[config.mk]
export PLATFORM = sky130hd
export DESIGN_NAME = multicycle_control_unit_flat
export DESIGN_NICKNAME = d
export VERILOG_FILES = /design/src/rtl/multicycle_control_unit_if.sv /design/src/rtl/multicycle_control_unit.sv /design/src/flat_wrapper.sv
export SDC_FILE = /design/constraint.sdc
export NUM_CORES = 1
export LEC_CHECK = 0
export ABC_AREA = 1
export CAP_MARGIN = 20
export CORE_AREA = 2 2 91 93
export CTS_CLUSTER_SIZE = 20
export DETAILED_ROUTE_END_ITERATION = 10
export DIE_AREA = 0 0 93 95
export PLACE_DENSITY = 0.66
export SLEW_MARGIN = 20
export SYNTH_ARGS = -nofsm -noshare
export SYNTH_HDL_FRONTEND = slang
export SYNTH_SLANG_ARGS = --single-unit
[constraint.sdc]
create_clock -name clk -period 1.5 [get_ports clk]
set_input_delay 0.3 -clock clk [delete_from_list [all_inputs] [get_ports clk]]
set_output_delay 0.3 -clock clk [all_outputs]
set_load 0.05 [all_outputs]
[src/rtl/multicycle_control_unit_if.sv]
// Memory handshake bundle between the multicycle control unit and memory.
//   mem_req   : access request, held by the control unit until mem_ready
//   mem_we    : write qualifier, meaningful only while mem_req is high
//   mem_ready : completion strobe returned by memory for the current request
// master = control unit side, slave = memory side.
interface multicycle_control_unit_if;
  logic mem_req;
  logic mem_we;
  logic mem_ready;

  modport master (
    output mem_req,
    output mem_we,
    input  mem_ready
  );

  modport slave (
    input  mem_req,
    input  mem_we,
    output mem_ready
  );
endinterface

[src/rtl/multicycle_control_unit.sv]
// Multicycle RISC-style control unit: sequences FETCH, DECODE, EXECUTE,
// MEMORY, WRITEBACK for R, I-ALU, LOAD and STORE instructions and parks in a
// sticky TRAP state on an unknown opcode or a memory wait timeout.
// Ports:
//   clk, rst            : clock, synchronous active-high reset
//   mem (master)        : mem_req / mem_we out, mem_ready in
//   opcode/funct3/funct7_5 : instruction fields, sampled in DECODE
//   ir_write, pc_write  : load IR / advance PC, pulsed on fetch completion
//   alu_src_b, alu_op   : ALU operand select and operation code
//   reg_write, wb_sel   : register write enable and writeback source
//   state               : current FSM state code
//   illegal             : sticky trap flag
//   retired             : count of completed instructions (wraps)
module multicycle_control_unit #(
  parameter int ALU_OP_W = 4,
  parameter int TIMEOUT  = 16,
  parameter int CNT_W    = 32
) (
  input  logic                           clk,
  input  logic                           rst,
  multicycle_control_unit_if.master      mem,
  input  logic [6:0]                     opcode,
  input  logic [2:0]                     funct3,
  input  logic                           funct7_5,
  output logic                           ir_write,
  output logic                           pc_write,
  output logic                           alu_src_b,
  output logic [ALU_OP_W-1:0]            alu_op,
  output logic                           reg_write,
  output logic                           wb_sel,
  output logic [2:0]                     state,
  output logic                           illegal,
  output logic [CNT_W-1:0]               retired
);

  typedef enum logic [2:0] {
    ST_FETCH     = 3'd0,
    ST_DECODE    = 3'd1,
    ST_EXECUTE   = 3'd2,
    ST_MEMORY    = 3'd3,
    ST_WRITEBACK = 3'd4,
    ST_TRAP      = 3'd5
  } state_e;

  localparam logic [6:0] OP_R     = 7'b0110011;
  localparam logic [6:0] OP_I     = 7'b0010011;
  localparam logic [6:0] OP_LOAD  = 7'b0000011;
  localparam logic [6:0] OP_STORE = 7'b0100011;

  // Counter only needs to reach TIMEOUT-1: the final permitted cycle.
  localparam int              WAIT_W    = $clog2(TIMEOUT);
  localparam logic [WAIT_W-1:0] WAIT_LAST = WAIT_W'(TIMEOUT - 1);

  state_e             state_r;
  state_e             state_nxt_s;
  logic [6:0]         op_r;
  logic [2:0]         f3_r;
  logic               f75_r;
  logic [WAIT_W-1:0]  wait_r;
  logic               illegal_r;
  logic [CNT_W-1:0]   retired_r;

  logic               is_r_s;
  logic               is_i_s;
  logic               is_load_s;
  logic               is_store_s;
  logic               waiting_s;
  logic               retire_s;
  logic [3:0]         alu_code_s;
  logic               mem_req_s;
  logic               mem_we_s;
  logic               ir_write_s;
  logic               pc_write_s;
  logic               alu_src_b_s;
  logic [3:0]         alu_op_s;
  logic               reg_write_s;
  logic               wb_sel_s;

  // Instruction class from the fields latched in DECODE.
  assign is_r_s     = (op_r == OP_R);
  assign is_i_s     = (op_r == OP_I);
  assign is_load_s  = (op_r == OP_LOAD);
  assign is_store_s = (op_r == OP_STORE);
  assign waiting_s  = (state_r == ST_FETCH) || (state_r == ST_MEMORY);

  // ALU code: shifts-right in I-ALU keep funct7_5 (SRAI vs SRLI); other I-ALU ignore it.
  always_comb begin
    alu_code_s = 4'b0000;
    if (is_r_s) begin
      alu_code_s = {f75_r, f3_r};
    end else if (is_i_s) begin
      if (f3_r == 3'b101) begin
        alu_code_s = {f75_r, f3_r};
      end else begin
        alu_code_s = {1'b0, f3_r};
      end
    end else begin
      alu_code_s = 4'b0000;
    end
  end

  // Next-state and per-state control outputs.
  always_comb begin
    state_nxt_s = state_r;
    mem_req_s   = 1'b0;
    mem_we_s    = 1'b0;
    ir_write_s  = 1'b0;
    pc_write_s  = 1'b0;
    alu_src_b_s = 1'b0;
    alu_op_s    = 4'b0000;
    reg_write_s = 1'b0;
    wb_sel_s    = 1'b0;
    retire_s    = 1'b0;
    case (state_r)
      ST_FETCH: begin
        mem_req_s = 1'b1;
        // Completion on the final permitted cycle wins over timeout.
        if (mem.mem_ready) begin
          ir_write_s  = 1'b1;
          pc_write_s  = 1'b1;
          state_nxt_s = ST_DECODE;
        end else if (wait_r == WAIT_LAST) begin
          state_nxt_s = ST_TRAP;
        end else begin
          state_nxt_s = ST_FETCH;
        end
      end
      ST_DECODE: begin
        case (opcode)
          OP_R, OP_I, OP_LOAD, OP_STORE: state_nxt_s = ST_EXECUTE;
          default:                       state_nxt_s = ST_TRAP;
        endcase
      end
      ST_EXECUTE: begin
        alu_src_b_s = ~is_r_s;
        alu_op_s    = alu_code_s;
        if (is_load_s || is_store_s) begin
          state_nxt_s = ST_MEMORY;
        end else if (is_r_s || is_i_s) begin
          state_nxt_s = ST_WRITEBACK;
        end else begin
          state_nxt_s = ST_TRAP;
        end
      end
      ST_MEMORY: begin
        mem_req_s = 1'b1;
        mem_we_s  = is_store_s;
        if (mem.mem_ready) begin
          if (is_store_s) begin
            state_nxt_s = ST_FETCH;
            retire_s    = 1'b1;
          end else begin
            state_nxt_s = ST_WRITEBACK;
          end
        end else if (wait_r == WAIT_LAST) begin
          state_nxt_s = ST_TRAP;
        end else begin
          state_nxt_s = ST_MEMORY;
        end
      end
      ST_WRITEBACK: begin
        reg_write_s = 1'b1;
        wb_sel_s    = is_load_s;
        alu_op_s    = alu_code_s;
        state_nxt_s = ST_FETCH;
        retire_s    = 1'b1;
      end
      ST_TRAP: begin
        state_nxt_s = ST_TRAP;
      end
      default: begin
        // Unused codes 6 and 7 fall into TRAP.
        state_nxt_s = ST_TRAP;
      end
    endcase
  end

  // State, latched fields, wait counter, trap flag and retire counter.
  always_ff @(posedge clk) begin
    if (rst) begin
      state_r   <= ST_FETCH;
      op_r      <= 7'b0000000;
      f3_r      <= 3'b000;
      f75_r     <= 1'b0;
      wait_r    <= '0;
      illegal_r <= 1'b0;
      retired_r <= '0;
    end else begin
      state_r <= state_nxt_s;
      if (state_r == ST_DECODE) begin
        op_r  <= opcode;
        f3_r  <= funct3;
        f75_r <= funct7_5;
      end
      // Any state change clears the counter, so it starts at 0 on entry.
      if (state_nxt_s != state_r) begin
        wait_r <= '0;
      end else if (waiting_s && !mem.mem_ready) begin
        wait_r <= wait_r + WAIT_W'(1);
      end
      if (state_nxt_s == ST_TRAP) begin
        illegal_r <= 1'b1;
      end
      if (retire_s) begin
        retired_r <= retired_r + CNT_W'(1);
      end
    end
  end

  assign mem.mem_req = mem_req_s;
  assign mem.mem_we  = mem_we_s;
  assign ir_write    = ir_write_s;
  assign pc_write    = pc_write_s;
  assign alu_src_b   = alu_src_b_s;
  assign alu_op      = ALU_OP_W'(alu_op_s);
  assign reg_write   = reg_write_s;
  assign wb_sel      = wb_sel_s;
  assign state       = state_r;
  assign illegal     = illegal_r;
  assign retired     = retired_r;

endmodule

[src/flat_wrapper.sv]
// flat-port wrapper written by rule: the top's interface ports become plain ports
module multicycle_control_unit_flat 
#(
  parameter int ALU_OP_W = 4,
  parameter int TIMEOUT  = 16,
  parameter int CNT_W    = 32
)
  (clk, rst, opcode, funct3, funct7_5, ir_write, pc_write, alu_src_b, alu_op, reg_write, wb_sel, state, illegal, retired, mem_mem_req, mem_mem_we, mem_mem_ready);
  multicycle_control_unit_if mem_i ();
  input  logic clk;
  input  logic rst;
  input  logic [6:0] opcode;
  input  logic [2:0] funct3;
  input  logic funct7_5;
  output logic ir_write;
  output logic pc_write;
  output logic alu_src_b;
  output logic [ALU_OP_W-1:0] alu_op;
  output logic reg_write;
  output logic wb_sel;
  output logic [2:0] state;
  output logic illegal;
  output logic [CNT_W-1:0] retired;
  output wire logic [$bits(mem_i.mem_req)-1:0] mem_mem_req;
  output wire logic [$bits(mem_i.mem_we)-1:0] mem_mem_we;
  input wire logic [$bits(mem_i.mem_ready)-1:0] mem_mem_ready;
  assign mem_mem_req = mem_i.mem_req;
  assign mem_mem_we = mem_i.mem_we;
  assign mem_i.mem_ready = mem_mem_ready;
  multicycle_control_unit #(.ALU_OP_W(ALU_OP_W), .TIMEOUT(TIMEOUT), .CNT_W(CNT_W)) u_core (.clk(clk), .rst(rst), .mem(mem_i), .opcode(opcode), .funct3(funct3), .funct7_5(funct7_5), .ir_write(ir_write), .pc_write(pc_write), .alu_src_b(alu_src_b), .alu_op(alu_op), .reg_write(reg_write), .wb_sel(wb_sel), .state(state), .illegal(illegal), .retired(retired));
endmodule
Yosys cells after proc, flatten, opt, wreduce, memory -nomap -nowiden

Cells that the tools add are included.

Output and inout bits: 47
Word-level logic and storage cells: 59
Bits in registers: 51
Bits of input ports: 14

Reduce and logical (&&, ||, !) cells: 10
Multiplexer cells: 23
Add/subtract/negate cells: 2
Bitwise operators: 1
Equality and inequality tests: 16

Operators with widths:

| cell                  | count |
|---|---|
| $add 32x1->32 const B | 1 |
| $eq 7x6->1 const B    | 4 |
| $mux 3                | 7 |
| $mux 4                | 4 |
| $pmux 3 s5            | 1 |
| $eq 7x2->1 const B    | 2 |
| $eq 7x5->1 const B    | 2 |
| $mux 1                | 10 |
| $eq 3x3->1 const B    | 3 |
| $eq 3x2->1 const B    | 2 |
| $reduce_or 2->1       | 3 |
| $add 4x1->4 const B   | 1 |
| $eq 4x4->1 const B    | 1 |
| $reduce_or 4->1       | 1 |
| $eq 3x1->1 const B    | 1 |
| $logic_not 3->1       | 1 |
| $logic_or 1x1->1      | 3 |
| $ne 3x3->1            | 1 |
| $pmux 1 s2            | 1 |
| $logic_and 1x1->1     | 1 |
| $logic_not 1->1       | 1 |
| $not 1->1             | 1 |

Logic depth before layout (Yosys ltp)

Gate-level depths: netlist of the first run.

Depth after elaboration: 7
Depth in mapped cells: 11
Depth with buffers taken out: 11

Worst setup path before layout of the first run

No wires, ideal clock.

Kind: flip-flop to output port
From: register u_core.state_r[1], in the netlist u_core.state[1]
To: output alu_op[3]
Setup slack: -1.605 ns
Buffers on the path: 0
Arrival time: 2.805 ns
Data required time: 1.200 ns
Stages on the path, launching flop included: 7
Cells stage by stage: dfxtp_1 nand2_1 nor2_1 inv_1 nand2_1 inv_1 nor4b_1

Cells in the longest elaborated chain, start to end: 3
Elaborated cells on any way between the ends: 4
Those cells by class: eq/ne: 2; mux: 1; reduce/logical: 1

Ends and longest elaborated chain:

| what                                     | line                           | source |
|---|---|---|
| start, declared                          | multicycle_control_unit.sv:54  | `state_e state_r;` |
| start signal, assigned                   | multicycle_control_unit.sv:189 | `state_r <= state_nxt_s;` |
| $eq 3x3->1 or $eq 3x2->1 (tied branches) | multicycle_control_unit.sv:114 | `case (state_r)` |
| $reduce_or 2->1 (no source line) (*)     | -                              |  |
| $mux 4 (*)                               | multicycle_control_unit.sv:114 |  |
| end, declared                            | flat_wrapper.sv:18             | `output logic [ALU_OP_W-1:0] alu_op;` |

Every way passes the cells marked *; elsewhere a longest branch is shown, timed or not.

Worst setup path after layout of the first run

From: register u_core.state_r[2], in the netlist u_core.state[2]
To: output alu_op[3]

The elaborated chain is that of the path after synthesis.

==> flow_summary.yaml, run 1 <==
run_status:
  status: "finished with violations"
  violations: "setup timing"
yosys:
  ys_types: 36
  ys.flop_type: "dfxtp_1"
  ys_async_sr_fraction_pct: 0
  ys_seq_elements: 51
  syn_inst: 477
  synth_nets: 493
  synth_warnings: 0
  synthesis.area_um2: 3100
  syn-mean-instance-area_um2: 6.49
  synth_edf_count: 0
  ys_seq_area_share_pct: 33.0
worst_setup_path:
  cp-endpoint: "alu_op[3]"
  cpLargestDelayFamily: "simple AND/OR/NAND/NOR gates"
  crit_buf_inv: 4
  cpMaxStageDelayCell: "dfxtp_4"
  r2r-start: "u_core.state[1]"
  arrival_ps: 1570
  rr_worst_depth: 10
  r2r_slack_ps: -310
  critPathLaunchType: "register"
  max_stage_delay_ps: 360
  timing.rr.end: "u_core.retired[8]"
  crit_path_start: "u_core.state[2]"
  cp-end-kind: "primary output"
  path_class: "reg -> out"
  path_max_fanout: 4
  cp.depth: 8
  cp_cell_sequence: "inv_2, nand2_2, nor2_4, inv_2, nand2_2, inv_4, nor4b_4, buf_12"
  crit_required_ps: 1200
placement:
  globalplace.congestion: 0.938
  place.port_buffers: 60
  post-place-ws_ps: -339
  place_hpwl_um: 7080
  placed_area_um2: 4880
clock_network:
  cts_htree_levels: 2
  clk_latency_ps: 310
  clock_sinks: 51
  cts_root_buf: "clkbuf_8"
  numCtsBuffers: 5
  clk_path_buf_depth: 2
  clk_pin_slew_ps: 100
  cts_tree: "done"
timing:
  fmax_ghz: 0.535
  whs_ps: 482
  period_share_pct: 125
  rsz0062_at_grt: "yes"
  relSlewSlack_pct: 76.7
  fin_crit_ps: 1870
  setup-violations-final: 52
  tightest_slew_ps: 346
  drv_slew: 0
  finalHoldViolCount: 0
  clock_skew_ps: 6.14
  fin_ws_ps: -371
finish:
  seq_area_um2: 1090
  fill_cells: 615
  design_area_um2: 5440
  syn2layout_area_growth_pct: 75.6
  layout-drive-gt1-share_pct: 45.7
  layout.nets: 630
  diodes: 0
  multi_input_area_um2: 2130
detailed_routing:
  drc: 0
  drt-wirelength-per-cell_um: 14.2
  routed_wirelength_um: 10200
  vias: 3653
  drt_iter0_drc: 187
  drtAntennaViolNets: 0
  vias_per_cell: 5.07
  drtPass1Iterations: 4
die:
  io_pins: 61
  die_h_um: 95
  fp.coreArea_um2: 7930
  die_x_um: 93
  start_util_pct: 39.1
  row_count: 33
  die-area_um2: 8840
global_routing:
  grt_pass1_vias: 3632
  grt_overflow_total: 0
  antenna_found_initial: 0
  track_usage_pct: 23.0
  grt_max_degree: 17
  grt_first_pass_wirelength_um: 16400
pwr:
  power_density_nw_per_um2: 643
  ir_drop_uv: 581
  p_leak_nw: 2.18
min_path:
  hold-path-cell-count: 2
  worstHoldPathType: "reg -> reg"
  min_from: "u_core.retired[21]"
run:
  maxCapViolCount: 0
cells in the final DEF, fill, tap and decap left out, types with 2 or more instances in the layout:
cell type and n:
nand2_1 111, nor2_1 76, buf_4 69, buf_12 51, inv_1 33, dfxtp_2 29, nand2_2 25, a21oi_1 20
nand3_1 19, a21oi_2 14, dfxtp_1 14, clkdlybuf4s50_1 13, nor2_4 11, o21ai_0 9, nor2_2 8, inv_2 8
nor3_1 8, o21ai_1 8, buf_6 8, dfxtp_4 8, nand3_2 6, nand3b_1 6, clkbuf_8 6, inv_4 5
nor3_4 5, xnor2_1 5, o21ai_2 5, and3_1 5, clkinvlp_4 4, nand2_4 3, nand3_4 3, nor3b_4 2
nand2_8 2, nor3_2 2, xor2_1 2
flip-flops by register name, summed over array words and instances, names as in the netlist:
register        flops
u_core.illegal      1
u_core.wait_r       4
u_core.f3_r         3
u_core.state        3
u_core.retired     32
u_core.op_r         7
u_core.f75_r        1
layout make-up:
type,instances,share of cell area [%]
clock inverter,2,0.644
sequential,51,20.0
clock buffer,6,1.52
timing repair buffer,141,32.3
multi-input combinational,365,39.1
inverter,48,3.68
timing repair inverter,2,0.276
tap,105,2.42
per-layer routing:
metal | up-vias | track usage (%) | part of all wire [%]
met2 | 125 | 40.0 | 50
met4 | 0 | 8.70 | 3.3
li1 | 1785 | - | -
met1 | 1711 | 28.7 | 42
met3 | 32 | 3.67 | 4.6
met5 | - | 0 | 0
power by group:
part | internal [mW] | total (mW) | switching, mW | leakage, nW
clock | 0.541 | 1.03 | 0.488 | 0.0612
sequential | 1.41 | 1.47 | 0.0633 | 0.434
combinational | 0.454 | 0.998 | 0.544 | 1.68
total | 2.40 | 3.50 | 1.10 | 2.18
what timing repair did:
action / 4_1_cts / 5_1_grt
hold buffers: 0 / 0
resized for setup: 38 / 52
cloned: 1 / 1
pin swaps: 11 / 13
setup buffers: 13 / 5
endpoints found under the setup margin: 37 / 60
worst min path at each step:
stage	to
after CTS	u_core.retired[21]
final	u_core.retired[21]
after global routing	u_core.retired[21]
after floorplan	u_core.f3_r[0]
after global placement	u_core.op_r[2]
after detailed placement	u_core.retired[21]
metrics by stage:
step / total power, mW / std cells / util, % / setup TNS, ps
2_1_floorplan: 1.93 / 477 / - / -1070
3_3_place_gp: 2.24 / 692 / 61.5 / -6180
3_5_place_dp: 2.26 / 692 / 61.5 / -8340
4_1_cts: 3.38 / 714 / 66.1 / -6600
5_1_grt: 3.64 / 720 / 68.6 / -13860
6_report: 3.50 / 720 / 68.6 / -8930
cell usage after synthesis (2+ instances only):
master | n | area [µm²]
clkbuf_1 | 3 | 11.3
ha_1 | 2 | 25.0
buf_4 | 3 | 22.5
xor2_1 | 3 | 26.3
nor3_1 | 12 | 60.1
inv_2 | 3 | 11.3
dfxtp_1 | 51 | 1020
nand3_1 | 22 | 110
a21oi_2 | 9 | 78.8
o21ai_1 | 4 | 20.0
nor3_2 | 2 | 20.0
and3_1 | 5 | 31.3
a31oi_1 | 2 | 12.5
o21ai_0 | 17 | 85.1
nand2_2 | 11 | 68.8
nor2_1 | 87 | 327
nor3b_1 | 3 | 22.5
nand2_4 | 2 | 22.5
nor2_2 | 6 | 37.5
nand3_2 | 6 | 60.1
nand2_1 | 128 | 480
buf_2 | 3 | 15.0
a21oi_1 | 25 | 125
inv_1 | 45 | 169
nand3b_1 | 6 | 45.0
xnor2_1 | 5 | 43.8
buf_12 | 2 | 40.0
nor2_4 | 2 | 22.5
worst reg2reg max path, stage by stage, from the launching register on:
cell     delay, ps
dfxtp_4        390
buf_4          170
nand2_4         60
nor2_4         110
buf_4          130
nand4_4        130
nand2_8        130
buf_6          140
buf_4          140
a21oi_1         90
nor3_1         230
logic make-up after synthesis:
group,after synthesis,share of synthesized area (%)
buffers and inverters,61,9.17
flip-flops,51,33.0
AO/OA/AOI/OAI,58,10.7
adder cells (fa/ha/maj),2,0.808
XOR/XNOR,8,2.26
AND/OR/NAND/NOR,297,44.1
Note: power is estimated with default switching activity, not from simulation.
==> run 2, diff against run 1 <==
--- a/config.mk
+++ b/config.mk
@@ -11,7 +11,6 @@
 export CTS_CLUSTER_SIZE = 20
 export DETAILED_ROUTE_END_ITERATION = 10
 export DIE_AREA = 0 0 93 95
-export PLACE_DENSITY = 0.66
 export SLEW_MARGIN = 20
 export SYNTH_ARGS = -nofsm -noshare
 export SYNTH_HDL_FRONTEND = slang
==> constraint.sdc (replaced) <==
create_clock -name clk -period 2.25 [get_ports clk]
set_input_delay 0.45 -clock clk [delete_from_list [all_inputs] [get_ports clk]]
set_output_delay 0.45 -clock clk [all_outputs]
set_load 0.05 [all_outputs]
==> flow_summary.yaml, run 2 (same netlist as run 1, synthesis figures left out) <==
run:
  maxCapViolCount: 0
finish:
  syn2layout_area_growth_pct: 29.6
  largest_reg_flops: 32
  layout-drive-gt1-share_pct: 14.8
  diodes: 0
  final_util_pct: 50.6
  layout_common_cells: "nand2_1 (128), nor2_1 (85), clkdlybuf4s50_1 (49), dfxtp_1 (49), inv_1 (44)"
  final_common_cell: "nand2_1"
  layout.nets: 555
worst_setup_path:
  path_class: "reg -> out"
  crit_required_ps: 1800
  critPathLaunchType: "register"
  cp-end-kind: "primary output"
  arrival_ps: 1720
  path_max_fanout: 6
clock_network:
  cts_htree_levels: 2
  numCtsBuffers: 5
  cts_tree: "done"
  clk_pin_slew_ps: 100
  clk_latency_ps: 310
  clock_sinks: 51
  clk_path_buf_depth: 2
  cts_root_buf: "clkbuf_8"
timing:
  drv_slew: 0
  setup-violations-final: 0
  finalHoldViolCount: 0
  tightest_slew_ps: 542
  period_share_pct: 96.5
  fin_crit_ps: 2170
  clock_skew_ps: 10.1
  fmax_ghz: 0.461
  relSlewSlack_pct: 63.8
  fin_ws_ps: 79.2
global_routing:
  track_usage_pct: 19.2
  antenna_found_initial: 0
  grt_overflow_total: 0
  grt_first_pass_wirelength_um: 13700
  grt_pass1_vias: 2972
  grt_max_degree: 25
detailed_routing:
  drt-wirelength-per-cell_um: 12.6
  drtAntennaViolNets: 0
  vias_per_cell: 4.84
  drc: 0
  routed_wirelength_um: 8100
  drt_iter0_drc: 96
  vias: 3123
  drtPass1Iterations: 4
die:
  io_pins: 61
  start_util_pct: 39.1
  fp.coreArea_um2: 7930
  die_x_um: 93
  die-area_um2: 8840
  die_h_um: 95
  row_count: 33
pwr:
  total_power_mw: 1.88
  p_leak_nw: 1.49
  power_density_nw_per_um2: 469
  ir_drop_uv: 251
placement:
  post-place-ws_ps: 201
  place.port_buffers: 60
  place_hpwl_um: 6230
  globalplace.congestion: 0.939
run_status:
  status: "completed"
min_path:
  worstHoldPathType: "reg -> reg"
run 2: cell count changes in the layout (fill, tap and decap cells not counted), moves of 7 or more:
cell / delta
dfxtp_1: +35
o21ai_0: +8
nor2_4: -9
dfxtp_4: -7
buf_12: -43
dfxtp_2: -28
nand2_1: +17
nand2_2: -14
nor2_1: +9
inv_1: +11
buf_6: -8
clkdlybuf4s50_1: +36
buf_4: -58
run 2: path summary, 6_finish.rpt:
check                                     start                 to  slack [ps]  cells past startpoint
worst min register to register   u_core.op_r[3]     u_core.op_r[3]         480                      2
worst min-delay path             u_core.op_r[3]     u_core.op_r[3]         480                      2
worst max register to register  u_core.state[0]  u_core.retired[8]         450                      7
worst max-delay path            u_core.state[2]          alu_op[3]          80                      8
run 2: metal layers:
layer	part of all wire, %	routed length (µm)	vias up	track usage, %
met4	0.94	76	0	5.39
li1	-	-	1637	-
met5	0	0	-	0
met1	50	4060	1412	26.5
met3	4.9	396	6	4.07
met2	44	3560	68	30.4
run 2: stage by stage:
step	setup TNS [ps]	area, µm²	hold slack [ps]	std cells
after floorplan	-175	3150	444	477
after global placement	0	3910	462	636
after detailed placement	0	3910	464	636
after CTS	0	4000	479	644
after global routing	-20.6	4010	506	645
final	0	4010	477	645
run 2: repair_timing:
| item | CTS | global route |
|---|---|---|
| cloned | 0 | 0 |
| pin swaps | 1 | 2 |
| buffers inserted | 0 | 1 |
| hold buffers | 0 | 0 |
| resized for setup | 4 | 2 |
| setup endpoints to repair | 3 | 1 |
run 2: area by class of cell:
cell class,instances,area (µm²)
fillers,844,3910
inverters,48,180
multi-input cells,365,1860
well taps,105,131
flip-flops and latches,51,1030
clock buffers,6,72.6
repair buffers,68,733
clock inverters,2,12.5
run 2: worst max-delay path, cell delays in order, from the launching register on:
cell and delay [ps]:
dfxtp_4 390, inv_1 70, nand2_1 70, nor2_2 170, inv_1 80, nand2_1 80
inv_2 90, nor4b_4 290, buf_12 180
run 2: power by group:
part	total (mW)	switching [mW]	leakage [nW]	internal, mW
clock network	0.529	0.311	0.0412	0.218
registers	0.977	0.0369	0.415	0.940
logic	0.377	0.245	1.04	0.132
==> run 3, diff against run 2 <==
--- a/config.mk
+++ b/config.mk
@@ -6,7 +6,7 @@
 export NUM_CORES = 1
 export LEC_CHECK = 0
 export ABC_AREA = 1
-export CAP_MARGIN = 20
+export CAP_MARGIN = 5
 export CORE_AREA = 2 2 91 93
 export CTS_CLUSTER_SIZE = 20
 export DETAILED_ROUTE_END_ITERATION = 10
==> results of run 3 <==
The final DEF is identical to that of run 2; final timing and power are the same.
==> RTL change (config.mk and constraints of run 1) <==
`CNT_W` is set to 32 in 2 places; all go to 16.
--- a/src/rtl/multicycle_control_unit.sv
+++ b/src/rtl/multicycle_control_unit.sv
@@ -14,7 +14,7 @@
 module multicycle_control_unit #(
   parameter int ALU_OP_W = 4,
   parameter int TIMEOUT  = 16,
-  parameter int CNT_W    = 32
+  parameter int CNT_W    = 16
 ) (
   input  logic                           clk,
   input  logic                           rst,
--- a/src/flat_wrapper.sv
+++ b/src/flat_wrapper.sv
@@ -3,7 +3,7 @@
 #(
   parameter int ALU_OP_W = 4,
   parameter int TIMEOUT  = 16,
-  parameter int CNT_W    = 32
+  parameter int CNT_W    = 16
 )
   (clk, rst, opcode, funct3, funct7_5, ir_write, pc_write, alu_src_b, alu_op, reg_write, wb_sel, state, illegal, retired, mem_mem_req, mem_mem_we, mem_mem_ready);
   multicycle_control_unit_if mem_i ();
Ports: changed (resized retired); port bits go from 61 to 45. No check against the original RTL was run, so the function may have changed too.
==> RTL change against run 1 <==
  * The flow still finishes with violations (negative setup slack)
  * Setup slack better by 0.030 ns
  * Sequential cell count down 16
  * Cell area down 37%
  * Core utilization down 25 points
  * Wire length down 45%
  * Synthesized area down 37%
  * Final cell count down 33%
  * Count of clock-buffer cells in the layout up 1
  * Non-clock buffer count down 56
  * Die area unchanged
  * Total power down 30%
  * First-iteration DRC count down 67%
  * Largest cell class unchanged
  * Highest routed layer unchanged
==> RTL change: results (changes against run 1) <==
metric,value,unit,change
ys_seq_area_share,36.2,%,+3.2 points
drt_iter0_markers,62,,-67%
status,"complete, but fails checks",,
use_met3,2.31,%,-1.4 points
synth_compound_area_share,12.0,%,+1.3 points
grtUsageMet2,23.7,%,-16 points
n_fill_cell,788,,+28%
setup_viol_count_final,30,,-42%
worst_pin_slew,0.328,ns,-0.0187 ns
layout_setup_ws,-0.341,ns,+0.0301 ns
cts_setup_buffers,0,,-13
grt_max_degree,16,,-1
grt_usage,13.4,%,-9.6 points
grt_pass1_wl,9.59,mm,-42%
grt_util_met1,16.5,%,-12 points
wirelength,5.66,mm,-45%
hold_ws,0.476,ns,-0.00600 ns
clkTransAtPathRegs,0.07,ns,-0.03 ns
dp_slack,-0.307,ns,+0.0316 ns
synth-xor-area-share,3.17,%,+0.90 points
largest_reg_flops,16,,-50%
yosys.area_share.adder,1.29,%,+0.48 points
p_leak,1.36,nW,-38%
violations,negative setup slack,,
cts_resized,22,,-42%
hpwlAfterDp,4.31,mm,-39%
r2r_setup_slack,-0.09,ns,+0.22 ns
==> RTL change: changes by cell type after synthesis, moves of 5 or more <==
cell and delta:
nand2_1 -75, nor2_1 -38, inv_1 -17, dfxtp_1 -16, a21oi_2 -9, nand2_2 -7
nand3b_1 -6, and3_1 -5
==> RTL change: metrics by stage <==
stage / TNS (ns) / std cells / area, µm² / util (%)
2_1_floorplan: -4.41 / 292 / 2050 / -
3_3_place_gp: -3.32 / 472 / 3180 / 40.1
3_5_place_dp: -4.39 / 472 / 3180 / 40.1
4_1_cts: -3.10 / 480 / 3350 / 42.3
5_1_grt: -6.53 / 483 / 3450 / 43.5
6_report: -3.64 / 483 / 3450 / 43.5
==> RTL change: path summary, 6_finish.rpt <==
kind	start	to
worst max-delay path	u_core.state[0]	alu_op[1]
worst min register to register	u_core.op_r[4]	u_core.op_r[4]
worst min-delay path	u_core.op_r[4]	u_core.op_r[4]
worst max register to register	u_core.state[0]	u_core.wait_r[2]
==> RTL change: power by group through the flow <==
stage / clock network (W) / logic, W / registers [W]
floorplan: 0 / 0.000343 / 0.00110
global placement: 0 / 0.000697 / 0.00105
detailed placement: 0 / 0.000706 / 0.00106
CTS: 0.000672 / 0.000740 / 0.00104
global route: 0.000703 / 0.000824 / 0.00105
finish: 0.000649 / 0.000763 / 0.00105
==> RTL change: layout make-up <==
| class | instances | share of cell area, % |
|---|---|---|
| Clock inverter | 1 | 0.145 |
| Sequential cell | 35 | 21.0 |
| Multi-Input combinational cell | 215 | 37.0 |
| Timing Repair Buffer | 85 | 31.6 |
| Inverter | 35 | 4.18 |
| Tap cell | 105 | 3.81 |
| Clock buffer | 7 | 2.21 |
